<file path="config.mk">
export PLATFORM = sky130hd
export DESIGN_NAME = uart_tx_arbiter_flat
export DESIGN_NICKNAME = d
export VERILOG_FILES = /design/src/rtl/uart_tx_arbiter_if.sv /design/src/rtl/uart_tx_arbiter.sv /design/src/flat_wrapper.sv
export SDC_FILE = /design/constraint.sdc
export NUM_CORES = 1
export LEC_CHECK = 0
export BUFFER_PORTS_ARGS = -buffer_cell sky130_fd_sc_hd__clkbuf_2
export CAP_MARGIN = 10
export CORE_UTILIZATION = 43
export DETAILED_ROUTE_END_ITERATION = 6
export PLACE_DENSITY = 0.77
export SLEW_MARGIN = 40
export SYNTH_ARGS = -nofsm -noshare
export SYNTH_HDL_FRONTEND = slang
export SYNTH_SLANG_ARGS = --single-unit
</file>
<file path="constraint.sdc">
create_clock -name clk -period 2.2 [get_ports clk]
set_input_delay 0.33 -clock clk [delete_from_list [all_inputs] [get_ports clk]]
set_output_delay 0.33 -clock clk [all_outputs]
set_load 0.03 [all_outputs]
</file>
<file path="src/rtl/uart_tx_arbiter_if.sv">
// Producer/serializer handshake bundle for uart_tx_arbiter.
// The slave modport is the arbiter's view; master is the environment (producers plus uart_tx).

interface uart_tx_arbiter_if #(
   parameter int NREQ = 4,
   parameter int IDW  = 2
);
   logic [NREQ-1:0]   req_valid;
   logic [8*NREQ-1:0] req_data;
   logic [NREQ-1:0]   req_ready;
   logic [7:0]        tx_tbus;
   logic              tx_start;
   logic              tx_ready;
   logic [IDW-1:0]    grant_id;
   logic              busy;

   modport slave (
      input  req_valid, req_data, tx_ready,
      output req_ready, tx_tbus, tx_start, grant_id, busy
   );

   modport master (
      output req_valid, req_data, tx_ready,
      input  req_ready, tx_tbus, tx_start, grant_id, busy
   );
endinterface

</file>
<file path="src/rtl/uart_tx_arbiter.sv">
// Shares one uart_tx serializer among NREQ byte producers, one byte per frame.
// Round-robin by default; define UART_ARB_FIXED_PRIORITY_EN for lowest-index-wins.

// state    | meaning
// ST_IDLE  | waiting for uart_tx ready and any request; accepts the winner
// ST_START | one-cycle start pulse to uart_tx with the held byte
// ST_BUSY  | frame on the line; leave on the end-of-frame ready pulse
module uart_tx_arbiter #(
   parameter int NREQ = 4,
   parameter int IDW  = 2
) (
   input  logic               clk,
   input  logic               rst_n,
   uart_tx_arbiter_if.slave   bus
);

   localparam int PW = (NREQ > 1) ? $clog2(NREQ) : 1;

   if ((2 ** IDW) < NREQ) begin : g_bad_idw
      $error("uart_tx_arbiter: IDW too narrow for NREQ");
   end

   typedef enum logic [1:0] {
      ST_IDLE  = 2'd0,
      ST_START = 2'd1,
      ST_BUSY  = 2'd2
   } state_e;

   state_e          state_q, state_d;
   logic [7:0]      data_q, data_d;
   logic [IDW-1:0]  grant_id_q, grant_id_d;
   logic            busy_q, busy_d;

   logic [NREQ-1:0] cand;
   logic [NREQ-1:0] win_oh;
   logic [IDW-1:0]  win_idx;
   logic [7:0]      win_byte;
   logic            accept;

`ifdef UART_ARB_FIXED_PRIORITY_EN
   always_comb begin
      cand = bus.req_valid;
   end
`else
   logic [PW-1:0]   ptr_q, ptr_d;
   logic [NREQ-1:0] hi_mask;
   logic [NREQ-1:0] masked;

   // Requests at or above ptr win first; otherwise wrap to the lowest request.
   always_comb begin
      hi_mask = '0;
      for (int i = 0; i < NREQ; i++) begin
         hi_mask[i] = (i >= int'(ptr_q));
      end
      masked = bus.req_valid & hi_mask;
      cand   = (|masked) ? masked : bus.req_valid;
   end

   always_comb begin
      ptr_d = ptr_q;
      if (accept) begin
         if (int'(win_idx) == NREQ - 1) begin
            ptr_d = '0;
         end else begin
            ptr_d = PW'(int'(win_idx) + 1);
         end
      end
   end

   always_ff @(posedge clk or negedge rst_n) begin
      if (!rst_n) begin
         ptr_q <= '0;
      end else begin
         ptr_q <= ptr_d;
      end
   end
`endif

   always_comb begin
      win_oh  = '0;
      win_idx = '0;
      for (int i = NREQ - 1; i >= 0; i--) begin
         if (cand[i]) begin
            win_oh    = '0;
            win_oh[i] = 1'b1;
            win_idx   = IDW'(i);
         end
      end
   end

   always_comb begin
      win_byte = 8'h00;
      for (int i = 0; i < NREQ; i++) begin
         if (win_oh[i]) begin
            win_byte = bus.req_data[8*i +: 8];
         end
      end
   end

   assign accept = (state_q == ST_IDLE) && bus.tx_ready && (|bus.req_valid);

   always_comb begin
      state_d    = state_q;
      data_d     = data_q;
      grant_id_d = grant_id_q;
      busy_d     = busy_q;
      case (state_q)
         ST_IDLE: begin
            if (accept) begin
               state_d    = ST_START;
               data_d     = win_byte;
               grant_id_d = win_idx;
               busy_d     = 1'b1;
            end
         end
         ST_START: begin
            state_d = ST_BUSY;
         end
         ST_BUSY: begin
            if (bus.tx_ready) begin
               busy_d  = 1'b0;
               state_d = ST_IDLE;
            end
         end
         default: begin
            state_d = ST_IDLE;
         end
      endcase
   end

   always_ff @(posedge clk or negedge rst_n) begin
      if (!rst_n) begin
         state_q    <= ST_IDLE;
         data_q     <= 8'h00;
         grant_id_q <= '0;
         busy_q     <= 1'b0;
      end else begin
         state_q    <= state_d;
         data_q     <= data_d;
         grant_id_q <= grant_id_d;
         busy_q     <= busy_d;
      end
   end

   // rst_n gates the accept so producers never see a transfer during reset.
   assign bus.req_ready = (accept && rst_n) ? win_oh : '0;
   assign bus.tx_start  = (state_q == ST_START);
   assign bus.tx_tbus   = data_q;
   assign bus.grant_id  = grant_id_q;
   assign bus.busy      = busy_q;

   a_ready_onehot: assert property (@(posedge clk) disable iff (!rst_n)
      $onehot0(bus.req_ready));
   a_start_single: assert property (@(posedge clk) disable iff (!rst_n)
      bus.tx_start |=> !bus.tx_start);

endmodule
</file>
<file path="src/flat_wrapper.sv">
// flat-port wrapper written by rule: the top's interface ports become plain ports
module uart_tx_arbiter_flat 
#(
   parameter int NREQ = 4,
   parameter int IDW  = 2
)
  (clk, rst_n, bus_req_valid, bus_req_data, bus_tx_ready, bus_req_ready, bus_tx_tbus, bus_tx_start, bus_grant_id, bus_busy);
  uart_tx_arbiter_if #(.NREQ(NREQ), .IDW(IDW)) bus_i ();
  input  logic clk;
  input  logic rst_n;
  input wire logic [$bits(bus_i.req_valid)-1:0] bus_req_valid;
  input wire logic [$bits(bus_i.req_data)-1:0] bus_req_data;
  input wire logic [$bits(bus_i.tx_ready)-1:0] bus_tx_ready;
  output wire logic [$bits(bus_i.req_ready)-1:0] bus_req_ready;
  output wire logic [$bits(bus_i.tx_tbus)-1:0] bus_tx_tbus;
  output wire logic [$bits(bus_i.tx_start)-1:0] bus_tx_start;
  output wire logic [$bits(bus_i.grant_id)-1:0] bus_grant_id;
  output wire logic [$bits(bus_i.busy)-1:0] bus_busy;
  assign bus_i.req_valid = bus_req_valid;
  assign bus_i.req_data = bus_req_data;
  assign bus_i.tx_ready = bus_tx_ready;
  assign bus_req_ready = bus_i.req_ready;
  assign bus_tx_tbus = bus_i.tx_tbus;
  assign bus_tx_start = bus_i.tx_start;
  assign bus_grant_id = bus_i.grant_id;
  assign bus_busy = bus_i.busy;
  uart_tx_arbiter #(.NREQ(NREQ), .IDW(IDW)) u_core (.clk(clk), .rst_n(rst_n), .bus(bus_i));
endmodule
</file>
# == Word level (Yosys, flattened, before mapping) ==
# Cells that the tools add are included.
# op_classes
order_cmp,3
muxes,21
eq_ne,5
bitwise_logic,1
reduce_logical,10
addsub,1
# op_table
cell,count
$mux W8,4
$mux W4,6
$mux W2,7
$reduce_or A4 Y1,2
$pmux W2 S3,1
$and A4 B4 Y4,1
$eq A2 B1 Y1 const B,2
$ge A1 B2 Y1 const A,2
$reduce_and A2 Y1,2
$logic_and A1 B1 Y1,3
$reduce_and A3 Y1,1
$add A2 B1 Y2 const B,1
$eq A2 B2 Y1 const B,1
$ge A2 B2 Y1 const A,1
$logic_not A2 Y1,1
$mux W1,2
$ne A2 B1 Y1 const B,1
$ne A2 B2 Y1 const B,1
$pmux W1 S2,1
$reduce_bool A2 Y1,1
# totals
ff_bits,15
output_inout_bits,16
inputBits,39

# == Longest topological paths before layout ==
# logic_depth
ltp_word,12
depth_mapped,8
depth_no_buf,7

# == Worst setup path after synthesis ==
# Ideal clock, no wire load.
# synth_path
path_type,register to output
start,register u_core.ptr_q[0]
end,output port bus_req_ready[1]
stages_incl_launch_ff,7
slack_ns,0.316
path_buffers,2
arrival_time_ns,1.554
cell_sequence,dfrtp_1 buf_2 inv_1 o21ai_0 and3_1 clkbuf_1 nor2b_1
# synth_via
elab_chain_len,8
word_cells_on_any_way,10
classes_between,order compare: 3; mux: 5; bitwise: 1; reduce/logical: 1
# synth_rtl
item,line,rtl
start: declaration,uart_tx_arbiter.sv:45,"logic [PW-1:0] ptr_q, ptr_d;"
start signal: assignment,uart_tx_arbiter.sv:74,ptr_q <= ptr_d;
$ge A1 B2 Y1 or $ge A2 B2 Y1 (tied branches),uart_tx_arbiter.sv:53,hi_mask[i] = (i >= int'(ptr_q));
$and A4 B4 Y4 *,uart_tx_arbiter.sv:55,masked = bus.req_valid & hi_mask;
$reduce_or A4 Y1,uart_tx_arbiter.sv:56,cand = (|masked) ? masked : bus.req_valid;
$mux W4 *,uart_tx_arbiter.sv:56,
$mux W4 (2 in series),uart_tx_arbiter.sv:83,if (cand[i]) begin
$mux W4 *,uart_tx_arbiter.sv:83,
$mux W4 *,uart_tx_arbiter.sv:146,assign bus.req_ready = (accept && rst_n) ? win_oh : '0;
end: declaration,flat_wrapper.sv:14,output wire logic [$bits(bus_i.req_ready)-1:0] bus_req_ready;
# Every way passes the cells marked *; elsewhere a longest branch is shown, timed or not.

# == Worst setup path after layout ==
# layout_path
start,register u_core.ptr_q[0]
end,output port bus_req_ready[0]
# The elaborated chain is that of the path after synthesis.

==> run_results.csv <==
group,metric,value,unit
layout,syn2layout_area_growth,34.10,%
timing,tns,0,ns
critical_path,cp_cell_sequence,"nor2b_4, nor2_1, o311a_4, and3_1, clkbuf_2",
critical_path,cp-start-kind,"flop",
grt,globalRouteTotalUtil,23.40,%
placement,place_congestion,0.8294,
timing,rsz0062_at_grt,"false",
floorplan,num_rows,16,
yosys,synth_cell_types,33,
route,wl_per_cell,14.06,um
timing,setup_viol_count_final,0,
layout,drive_gt1_share,39.77,%
clock_tree,cts_tree,"yes",
critical_path,r2r-end,"u_core.ptr_q[0]",
yosys,synth_area_per_cell,8.405,um^2
layout,nNetsFinal,211,
pwr,peakVddDrop,0.7266,mV
pwr,p_leak,0.0006720,uW
pwr,p_total,1553,uW
clock_tree,hold_buffers,0,
critical_path,rrSetupSlack,0.44,ns
clock_tree,clk_latency,0.28,ns
grt,grt_overflow,0,
floorplan,die_x,49.83,um
clock_tree,htreeDepth,1,
clock_tree,clockBufferDepth,2,
route,drc,0,
job,maxCapViolCount,0,
yosys,synth-edff-count,0,
layout,fillers,198,
critical_path,max_stage_delay,0.49,ns
floorplan,pin_count,55,
yosys,ys.warnings.count,0,
clock_tree,clock_sinks,15,
route,drt-pass1-iter-count,4,
yosys,synth_area,983.4,um^2
timing,finalCritPeriodShare,94.74,%
critical_path,crit_required,1.87,ns
timing,fmax,0.4798,GHz
grt,grt_pass1_wl,4526,um
grt,grt_pass1_vias,1016,
critical_path,slowest_stage,"dfrtp_2",
timing,hold_viol,0,
floorplan,die_h,49.83,um
critical_path,end_kind,"output port",
timing,final_max_slew_viol_count,0,
critical_path,cp-endpoint,"bus_req_ready[0]",
yosys,netlist_instances,117,
critical_path,critPathLaunch,"u_core.ptr_q[0]",
critical_path,criticalPathCategory,"reg -> out",
timing,period_needed,2.084,ns
layout,antenna-diode-count,0,
yosys,syn_nets,156,
clock_tree,cts_buffers,3,
yosys,yosysSeqAreaShare,38.17,%
timing,tightest_slew,0.6821,ns
worst_hold_path,hp-class,"in -> async",
floorplan,initial_core_util,47.69,%
timing,fin_skew,0.0005949,ns
route,drtAntennaViolNets,0,
critical_path,arrival,1.75,ns
grt,grt_max_degree,16,
route,vias_per_cell,5.576,
timing,slew_headroom,54.33,%
grt,antenna_found_initial,0,
route,drt-total-wl,2783,um
pwr,power_per_cell_area,1178,mW/mm^2
yosys,async_reset_ff_share,100.0,%
yosys,synth_seq_cells,15,
clock_tree,path_clk_slew,0.09,ns
floorplan,core_area,0.002062,mm^2
placement,hpwl,2106,um
yosys,synth_flop_cell,"dfrtp_1",
critical_path,ff2ff_path_depth,5,
placement,numPortBuffers,54,
clock_tree,root_buffer,"clkbuf_4",
critical_path,r2r_start,"u_core.ptr_q[0]",
route,vias,1104,
outcome,outcome,"completed",
route,drtIter0Drc,57,
critical_path,critical_path.max_fanout,10,
floorplan,dieArea,0.002483,mm^2
synth_stat cells, types with 2 or more instances:
library cell	count	share of area [%]
a21oi_1	5	2.5
a221oi_1	8	7.1
o221ai_1	7	6.2
nand2b_1	3	1.9
and3_1	2	1.3
nand3_1	2	1.0
clkbuf_1	2	0.76
nor3_1	2	1.0
o211ai_1	8	6.1
o21a_1	2	1.5
buf_2	4	2.0
dfrtp_1	15	38
nor2_1	9	3.4
nand2_1	12	4.6
inv_1	12	4.6
o21ai_0	6	3.1
nor2b_1	2	1.3
layout by cell type, fill, tap and decap left out:
cell and instances:
a2111oi_0 1, a21oi_1 5, nand2b_1 3, nand3_1 2, nor2b_1 2, o22ai_1 1, o221ai_1 7, buf_4 5
a21o_1 1, dfrtp_1 13, a31oi_1 1, or2b_1 1, clkbuf_1 1, a211oi_1 1, o211ai_1 8, clkbuf_4 3
clkbuf_2 54, inv_2 1, inv_1 11, o21ai_2 1, nand2_1 12, a221oi_1 8, a22oi_1 1, a221o_1 1
nor3_1 2, dfrtp_2 2, nor2b_4 1, nor2_1 9, a2111o_1 1, a21boi_1 1, o311a_4 1, o21ai_0 6
and3_1 2, o21a_1 2
worst max-delay path, delay by kind of cell (launching register included):
family / cells / cell delay [ns]
AO/OA/AOI/OAI: 1 / 0.37
buffers and inverters: 1 / 0.18
flip-flops: 1 / 0.49
AND/OR/NAND/NOR: 3 / 0.44
per-layer routing:
layer / global-route usage, % / routed length [um] / vias up
li1: - / - / 549
met1: 32.30 / 1185 / 505
met2: 38.96 / 1410 / 48
met3: 2.778 / 177 / 2
met4: 5.238 / 10 / 0
met5: 0 / 0 / -
logic make-up (layout without fill, tap and decap cells):
kind of cell	after synthesis	count (layout)	synth area share [%]
simple gates	34	34	16.67
buf+inv	21	75	9.669
flops	15	15	38.17
compound gates	47	47	35.50
power by group:
group / total [uW] / internal (uW) / switching (uW)
logic: 886 / 320 / 566
clock network: 157 / 70.2 / 86.9
registers: 510 / 402 / 108
registers in the layout, summed over array words and instances, names as in the netlist:
name / flops
u_core.bus.busy: 1
u_core.bus.tx_tbus: 8
u_core.bus.grant_id: 2
u_core.state_q: 2
u_core.ptr_q: 2
through the flow:
| stage | cells | hold WS [ns] | cell area [um^2] | setup slack (ns) | utilization [%] |
|---|---|---|---|---|---|
| after global placement | 194 | 0.3379 | 1275 | 0.2784 | 61.83 |
| final | 198 | 0.02702 | 1319 | 0.1156 | 63.96 |
| after global routing | 198 | 0.02758 | 1319 | 0.02377 | 63.96 |
| after floorplan | 117 | 0.03441 | 983.4 | 0.3159 | - |
| after CTS | 198 | 0.02554 | 1303 | 0.02315 | 63.17 |
| after detailed placement | 194 | 0.3324 | 1275 | 0.2691 | 61.83 |
area by class of cell:
type | count | area, um^2 | share of cell area, %
tap | 27 | 33.78 | 2.562
sequential | 15 | 377.9 | 28.65
inverter | 12 | 45.04 | 3.416
clock buffer | 4 | 26.28 | 1.992
timing repair buffer | 59 | 307.8 | 23.34
multi-input combinational | 81 | 528.0 | 40.04
what timing repair did:
action	4_1_cts	5_1_grt
gates resized for setup	1	5
setup buffers	0	0
setup endpoints to repair	1	4
worst min-delay path by stage:
stage / from / to / slack (ns) / cells past startpoint
floorplan: rst_n / u_core.bus.busy / 0.03 / 0
global placement: rst_n / u_core.bus.grant_id[1] / 0.34 / 2
detailed placement: rst_n / u_core.bus.tx_tbus[6] / 0.33 / 2
CTS: rst_n / u_core.bus.tx_tbus[6] / 0.03 / 2
global route: rst_n / u_core.bus.grant_id[1] / 0.03 / 2
finish: rst_n / u_core.bus.tx_tbus[6] / 0.03 / 2
(Power assumes the default switching activity.)
